==> src/rtl/muldiv_unit.sv <==
// Iterative multiply/divide unit: shift-add multiply, restoring divide, one bit per cycle.
// Optional macro MULDIV_FAST_SPECIAL_EN: divide-by-zero and signed overflow bypass CALC.
module muldiv_unit #(
   parameter int DATA_WIDTH = 32
) (
   input  logic                  clk,
   input  logic                  rst,
   input  logic                  Start,
   input  logic [2:0]            MDControl,
   input  logic [DATA_WIDTH-1:0] SrcA,
   input  logic [DATA_WIDTH-1:0] SrcB,
   output logic                  Busy,
   output logic                  Done,
   output logic [DATA_WIDTH-1:0] MDResult,
   output logic                  ZeroFlag
);

   localparam int W  = DATA_WIDTH;
   localparam int CW = $clog2(DATA_WIDTH) + 1;
   localparam logic [W-1:0] MOST_NEG = {1'b1, {(W-1){1'b0}}};

   typedef enum logic [1:0] {IDLE, CALC, DONE} state_t;

   state_t         state_q, state_d;
   logic [2:0]     op_q, op_d;
   logic [W-1:0]   src_a_q, src_a_d;
   logic [W-1:0]   src_b_q, src_b_d;
   logic           a_neg_q, a_neg_d;
   logic           b_neg_q, b_neg_d;
   logic [W-1:0]   opb_q, opb_d;
   logic [2*W-1:0] acc_q, acc_d;
   logic [CW-1:0]  cnt_q, cnt_d;
   logic [W-1:0]   result_q, result_d;

   logic           a_signed_in, b_signed_in;
   logic           a_neg_in, b_neg_in;
   logic [W-1:0]   a_abs_in, b_abs_in;
   logic [W:0]     mul_sum;
   logic [W:0]     div_shift, div_rem;
   logic           div_ge;
   logic [2*W-1:0] iter_next, prod_fix;
   logic [W-1:0]   quo_fix, rem_fix, final_res;

   // Divide by zero, or signed DIV/REM of the most negative value by -1.
   function automatic logic is_special(input logic [2:0] op, input logic [W-1:0] a,
                                       input logic [W-1:0] b);
      logic ovf;
      ovf = (op[0] == 1'b0) && (a == MOST_NEG) && (b == '1);
      return op[2] && ((b == '0) || ovf);
   endfunction

   function automatic logic [W-1:0] special_result(input logic [2:0] op, input logic [W-1:0] a,
                                                   input logic [W-1:0] b);
      logic [W-1:0] r;
      if (b == '0) r = op[1] ? a : '1;
      else         r = op[1] ? '0 : MOST_NEG;
      return r;
   endfunction

   always_comb begin
      a_signed_in = MDControl inside {3'b000, 3'b001, 3'b010, 3'b100, 3'b110};
      b_signed_in = MDControl inside {3'b000, 3'b001, 3'b100, 3'b110};
      a_neg_in    = a_signed_in & SrcA[W-1];
      b_neg_in    = b_signed_in & SrcB[W-1];
      a_abs_in    = a_neg_in ? -SrcA : SrcA;
      b_abs_in    = b_neg_in ? -SrcB : SrcB;
   end

   // acc holds {partial product, multiplier} for multiply and {remainder, dividend/quotient} for divide.
   always_comb begin
      mul_sum   = {1'b0, acc_q[2*W-1:W]} + (acc_q[0] ? {1'b0, opb_q} : {(W+1){1'b0}});
      div_shift = {acc_q[2*W-1:W], acc_q[W-1]};
      div_ge    = (div_shift >= {1'b0, opb_q});
      div_rem   = div_ge ? (div_shift - {1'b0, opb_q}) : div_shift;
      if (op_q[2]) iter_next = {div_rem[W-1:0], acc_q[W-2:0], div_ge};
      else         iter_next = {mul_sum, acc_q[W-1:1]};

      prod_fix = (a_neg_q ^ b_neg_q) ? -iter_next : iter_next;
      quo_fix  = (a_neg_q ^ b_neg_q) ? -iter_next[W-1:0] : iter_next[W-1:0];
      rem_fix  = a_neg_q ? -iter_next[2*W-1:W] : iter_next[2*W-1:W];

      if (is_special(op_q, src_a_q, src_b_q)) final_res = special_result(op_q, src_a_q, src_b_q);
      else if (op_q[2])                        final_res = op_q[1] ? rem_fix : quo_fix;
      else if (op_q[1:0] == 2'b00)             final_res = prod_fix[W-1:0];
      else                                     final_res = prod_fix[2*W-1:W];
   end

   always_comb begin
      state_d  = state_q;
      op_d     = op_q;
      src_a_d  = src_a_q;
      src_b_d  = src_b_q;
      a_neg_d  = a_neg_q;
      b_neg_d  = b_neg_q;
      opb_d    = opb_q;
      acc_d    = acc_q;
      cnt_d    = cnt_q;
      result_d = result_q;
      case (state_q)
         CALC: begin
            acc_d = iter_next;
            cnt_d = cnt_q - CW'(1);
            if (cnt_q == CW'(1)) begin
               state_d  = DONE;
               result_d = final_res;
            end
         end
         default: begin
            state_d = IDLE;
            if (Start) begin
               op_d    = MDControl;
               src_a_d = SrcA;
               src_b_d = SrcB;
               a_neg_d = a_neg_in;
               b_neg_d = b_neg_in;
               if (MDControl[2]) begin
                  acc_d = {{W{1'b0}}, a_abs_in};
                  opb_d = b_abs_in;
               end else begin
                  acc_d = {{W{1'b0}}, b_abs_in};
                  opb_d = a_abs_in;
               end
               cnt_d   = CW'(W);
               state_d = CALC;
`ifdef MULDIV_FAST_SPECIAL_EN
               if (is_special(MDControl, SrcA, SrcB)) begin
                  cnt_d    = '0;
                  state_d  = DONE;
                  result_d = special_result(MDControl, SrcA, SrcB);
               end
`endif
            end
         end
      endcase
   end

   always_ff @(posedge clk or posedge rst) begin
      if (rst) begin
         state_q  <= IDLE;
         op_q     <= '0;
         src_a_q  <= '0;
         src_b_q  <= '0;
         a_neg_q  <= 1'b0;
         b_neg_q  <= 1'b0;
         opb_q    <= '0;
         acc_q    <= '0;
         cnt_q    <= '0;
         result_q <= '0;
      end else begin
         state_q  <= state_d;
         op_q     <= op_d;
         src_a_q  <= src_a_d;
         src_b_q  <= src_b_d;
         a_neg_q  <= a_neg_d;
         b_neg_q  <= b_neg_d;
         opb_q    <= opb_d;
         acc_q    <= acc_d;
         cnt_q    <= cnt_d;
         result_q <= result_d;
      end
   end

   assign Busy     = (state_q == CALC);
   assign Done     = (state_q == DONE);
   assign MDResult = result_q;
   assign ZeroFlag = (result_q == '0);

endmodule

==> config.mk <==
export PLATFORM = sky130hd
export DESIGN_NAME = muldiv_unit
export DESIGN_NICKNAME = d
export VERILOG_FILES = /design/src/rtl/muldiv_unit.sv
export SDC_FILE = /design/constraint.sdc
export NUM_CORES = 1
export LEC_CHECK = 0
export ABC_CLOCK_PERIOD_IN_PS = 10800
export CAP_MARGIN = 40
export CORE_ASPECT_RATIO = 1.25
export CORE_MARGIN = 10
export CORE_UTILIZATION = 45
export CTS_CLUSTER_DIAMETER = 30
export DETAILED_ROUTE_END_ITERATION = 12
export PLACE_DENSITY_LB_ADDON = 0.2
export SKIP_LAST_GASP = 1
export SYNTH_ARGS = -nofsm -noshare
export SYNTH_HDL_FRONTEND = slang
export SYNTH_SLANG_ARGS = --single-unit
==> constraint.sdc <==
create_clock -name clk -period 10.8 [get_ports clk]
set_input_delay 2.16 -clock clk [delete_from_list [all_inputs] [get_ports clk]]
set_output_delay 2.16 -clock clk [all_outputs]
set_load 0.01 [all_outputs]
# Word-level counts from Yosys, hierarchy flattened
# Cells that the tools add are included.
totals:
  register_bits: 205
  inputBits: 70
  out_inout_bits: 35
  elab_cells: 71
op_classes:
  n_addsub: 8
  magnitude_cmp: 1
  eq_ne: 10
  muxes: 24
  bitwise: 5
  reduce_logical: 13
ops:
  columns: ["op", "n"]
  rows:
  - ["$mux 32", 15]
  - ["$mux 64", 4]
  - ["$neg 32->32", 4]
  - ["$eq 32x32->1 const B", 2]
  - ["$logic_not 32->1", 2]
  - ["$neg 64->64", 1]
  - ["$add 32x32->33", 1]
  - ["$ge 33x32->1", 1]
  - ["$sub 32x32->32", 1]
  - ["$mux 6", 2]
  - ["$eq 3x3->1 const B", 2]
  - ["$eq 6x1->1 const B", 1]
  - ["$sub 6x1->6 const B", 1]
  - ["$reduce_bool 5->1", 1]
  - ["$mux 2", 2]
  - ["$reduce_and 2->1", 2]
  - ["$reduce_bool 4->1", 1]
  - ["$eq 3x1->1 const B", 1]
  - ["$eq 3x2->1 const B", 1]
  - ["$logic_and 1x1->1", 3]
  - ["$logic_not 3->1", 1]
  - ["$and 1x1->1", 2]
  - ["$eq 2x1->1 const B", 1]
  - ["$eq 2x2->1 const B", 1]
  - ["other kinds (7)", 8]

# Logic depth before layout (Yosys ltp)
depth:
  word_depth: 8
  ltp_mapped: 24
  depth_no_buf: 22

# Least setup slack after synthesis
# OpenSTA, ideal clock, no wires.
synth_timing:
  path_kind: "reg2reg"
  start: "register op_q[2]"
  end: "register result_q[30] (netlist: MDResult[30])"
  setup_ns: 0.126
  arrival_time_ns: 5.428
  required_time_ns: 10.674
  path_slack_ns: 5.246
  stages_incl_launch_ff: 24
  path_buffers: 11
  period_less_slack_ns: 5.554
  cell_sequence: "dfrtp_1 clkbuf_1 buf_2 buf_2 buf_1 buf_2 buf_2 clkbuf_1 buf_1 clkbuf_1 clkbuf_1 o21ai_0 ha_1 o211ai_1 or4_1 nor4_1 o21ai_0 nor2_1 and2_1 clkbuf_1 nand3_1 o2111ai_1 o41ai_1 o32a_1"
synth_via:
  elab_chain_cells: 6
  word_cells_on_any_way: 12
  cone_classes: "3 x add/sub; 8 x mux; 1 x reduce/logical"
synth_lines:
  columns: ["element", "line_no", "rtl"]
  rows:
  - ["from (decl)", "25", "logic [2:0] op_q, op_d;"]
  - ["from (signal assigned)", "151", "op_q <= op_d;"]
  - ["$mux 64", "75", "if (op_q[2]) iter_next = {div_rem[W-1:0], acc_q[W-2:0], div_ge};"]
  - ["$neg 64->64, or another cell as far along", "78", "prod_fix = (a_neg_q ^ b_neg_q) ? -iter_next : iter_next;"]
  - ["$mux 64, or another cell as far along", "78", null]
  - ["$mux 32, on equally long branches", "84, 83", null]
  - ["$mux 32", "83", "else if (op_q[2]) final_res = op_q[1] ? rem_fix : quo_fix;"]
  - ["$mux 32 (*)", "82", "if (is_special(op_q, src_a_q, src_b_q)) final_res = special_result(op_q, src_a_q, src_b_q);"]
  - ["to (signal assigned)", "159", "result_q <= result_d;"]
  - ["to (decl)", "33", "logic [W-1:0] result_q, result_d;"]
# Every way passes the cells marked *; elsewhere a longest branch is shown, timed or not.
# A chain may end at the register's enable or synchronous reset.

# Worst setup path after layout
layout_timing:
  start: "register acc_q[57]"
  end: "register result_q[30] (netlist: MDResult[30])"
layout_via:
  elab_chain_cells: 8
  word_cells_on_any_way: 15
  cone_classes: "5 x add/sub; 1 x order compare; 9 x mux"
layout_lines:
  columns: ["element", "line_no", "rtl"]
  rows:
  - ["from (decl)", "31", "logic [2*W-1:0] acc_q, acc_d;"]
  - ["from (signal assigned)", "146", "acc_q <= '0;"]
  - ["from (signal assigned)", "157", "acc_q <= acc_d;"]
  - ["$sub 32x32->32 / $ge 33x32->1 (equally long branches)", "74, 73", null]
  - ["$mux 32", "74", "div_rem = div_ge ? (div_shift - {1'b0, opb_q}) : div_shift;"]
  - ["$mux 64 (*)", "75", null]
  - ["$neg 64->64 / $neg 32->32 (equally long branches)", "78, 80", null]
  - ["$mux 64 / $mux 32 (equally long branches)", "78, 80", null]
  - ["$mux 32, on equally long branches", "84, 83", null]
  - ["$mux 32 (*)", "83", null]
  - ["$mux 32 (*)", "82", null]
# Marks and branches as above.

==> reports/qor.yml <==
run_status:
  status: "finished clean"
sta:
  hold_viol: 0
  slew_viol_final: 0
  setup_viol: 0
  worst_slack_ps: 4048
  worst_pin_slew_ps: 889.7
  skew_ps: 16.80
  fmaxAchievable_mhz: 148.1
  slew_headroom: 0.3916
  rsz0062_at_grt: "false"
  post-route-min-period_ps: 6752
  finalSetupTns_ps: 0
  finalCritPeriodShare: 0.6252
cts:
  postCtsSetupRepairBufs: 0
  cts-root-buf: "clkbuf_16"
  cts_buffer_depth: 3
  cts_tree: "yes"
  h-tree-depth: 2
  clock_sinks: 205
  insertion_delay_ps: 570
  cts_buffers: 53
  cts_resized: 0
  ctsHoldBuffers: 0
  path_clk_slew_ps: 60
die:
  die_y_um: 246.2
  coreArea_um2: 40320
  start_util: 0.4569
  ios: 105
  fp.dieArea_um2: 49480
  num_rows: 82
  die_x_um: 201.0
synthesis:
  syn-cell-area_um2: 18420
  synth_top_area_cell: "dfrtp_1"
  synth-compound-area-share: 0.2636
  synth_fp_nets: 2478
  syn_area_per_cell_um2: 7.886
  syn_inst: 2336
  synth.top_cell.area_share: 0.2785
  synth_top_family_by_area: "compound AO/OA/AOI/OAI gates"
  synth_area_leaders: "dfrtp_1, a21oi_1, o21ai_0"
  synth_simple_gate_area_share: 0.2117
  synth_commonest_cells: "nand2_1, a21oi_1, nor2_1, o21ai_0, dfrtp_1"
  synth.most_common_cell: "nand2_1"
  ys_seq_area_frac: 0.2785
  yosys_register_bits: 205
  synthXorXnorAreaFrac: 0.08653
  muxShareOfSynthArea: 0.06371
  synth_warnings: 0
  yosysUniqueCellTypes: 99
  async_flop_share: 1.000
  synthAdderAreaFrac: 0.04972
  synth_ff_type: "dfrtp_1"
  synth_edf_count: 0
setup_path:
  cp-start-kind: "register"
  path_class: "reg -> reg"
  critPathMaxFanout: 18
  worst_ep_required_time_ps: 11250
  cp.arrival_ps: 7200
  endpoint_kind: "register"
  r2r_slack_ps: 4050
placed_design:
  place_hpwl_mm: 58.53
  gp_congestion: 0.9884
  io_buffer_count: 104
  dp_slack_ps: 4185
drt:
  wire_per_inst_um: 25.49
  dr.pass1.iters: 7
  drcViolationCount: 0
  ant_nets: 0
  first_iter_violations: 1557
  wl_mm: 75.71
  vias: 18710
  vias_per_cell: 6.300
global_routing:
  grt_pass1_vias: 17970
  grt_pass1_wl_mm: 113.2
  grt_max_degree: 123
  track_usage: 0.2952
  grt_remaining_overflow: 0
  antenna_found_initial: 0
finish:
  layout-drive-gt1-share: 0.1007
  diodes: 0
  area_delta_synth_final_pct: 18.18
  finalNetCount: 2526
  finish.utilization: 0.5399
worst_hold_path:
  hp-class: "reg -> reg"
flow_run:
  drv_cap: 0
[critical path, cell delays in order, from the launching register on]
cell	delay [ps]
dfrtp_1	420
ha_1	350
a21oi_1	290
o21ai_0	190
a2111oi_4	480
o211ai_2	390
nor2_4	600
nand2_1	170
o21ai_0	160
ha_1	250
o211ai_1	140
or4_1	540
nor4_1	320
o21ai_0	290
nor2_1	480
and2_1	580
nand3_1	250
o2111ai_1	250
o41ai_1	110
o32a_1	360
[final cells by class]
cell class | count | area [µm²]
inverters | 64 | 247.7
fillers | 3819 | 18550
clock inverters | 29 | 372.9
flip-flops and latches | 205 | 5134
multi-input cells | 1917 | 12460
clock buffers | 66 | 1466
well taps | 546 | 683.2
repair buffers | 143 | 1410
[flip-flops by register name, summed over array words and instances (netlist names)]
name      cells
acc_q        64
MDResult     32
opb_q        32
src_a_q      32
src_b_q      32
cnt_q         6
op_q          3
state_q       2
a_neg_q       1
b_neg_q       1
[metal layers]
metal,routed length (µm),vias to the layer above,global-route usage
met1,29330,9089,0.3434
met3,5066,186,0.05213
li1,-,8688,-
met4,5313,0,0.1923
met2,36000,747,0.4947
met5,0,-,0
[worst paths after layout]
path                                endpoint  cells after the start  startpoint
worst max-delay path            MDResult[30]                     19   acc_q[57]
worst min-delay path                cnt_q[5]                      1    cnt_q[5]
worst max register to register  MDResult[30]                     19   acc_q[57]
worst min register to register      cnt_q[5]                      1    cnt_q[5]
max in group asynchronous       MDResult[19]                      6         rst
min in group asynchronous         src_b_q[1]                      2         rst
[through the flow]
stage | hold slack, ps | instances | area [µm²]
floorplan | 435.1 | 2336 | 18420
global placement | 452.2 | 2865 | 19780
detailed placement | 474.3 | 2875 | 19930
CTS | 482.0 | 2970 | 21770
global route | 493.6 | 2970 | 21770
finish | 478.3 | 2970 | 21770
[cells by family after synthesis]
family                   after synthesis
AND/OR/NAND/NOR                      793
AO/OA/AOI/OAI                        761
buffers and inverters                214
flip-flops                           205
XOR/XNOR                             182
multiplexers                         109
adder cells (fa/ha/maj)               72
[cell usage in the layout, fill, tap and decap left out, types with 13 or more instances in the layout]
cell type        count
nand2_1            234
a21oi_1            217
nor2_1             210
o21ai_0            207
dfrtp_1            204
clkdlybuf4s50_1    103
xnor2_1             94
xor2_1              87
ha_1                70
a211oi_1            68
mux2_2              66
nand3_1             59
inv_1               58
and2_1              57
clkbuf_16           54
nor3_1              44
mux2i_1             43
o211ai_1            40
a31oi_1             39
nor4_1              34
buf_4               32
nor2b_1             30
nand4_1             30
a21o_1              18
o21a_1              17
a221oi_1            17
o31ai_1             17
nand2b_1            13
Power is not shown: default switching activity piles up to over one toggle a cycle in this logic, so the estimate is an artifact.
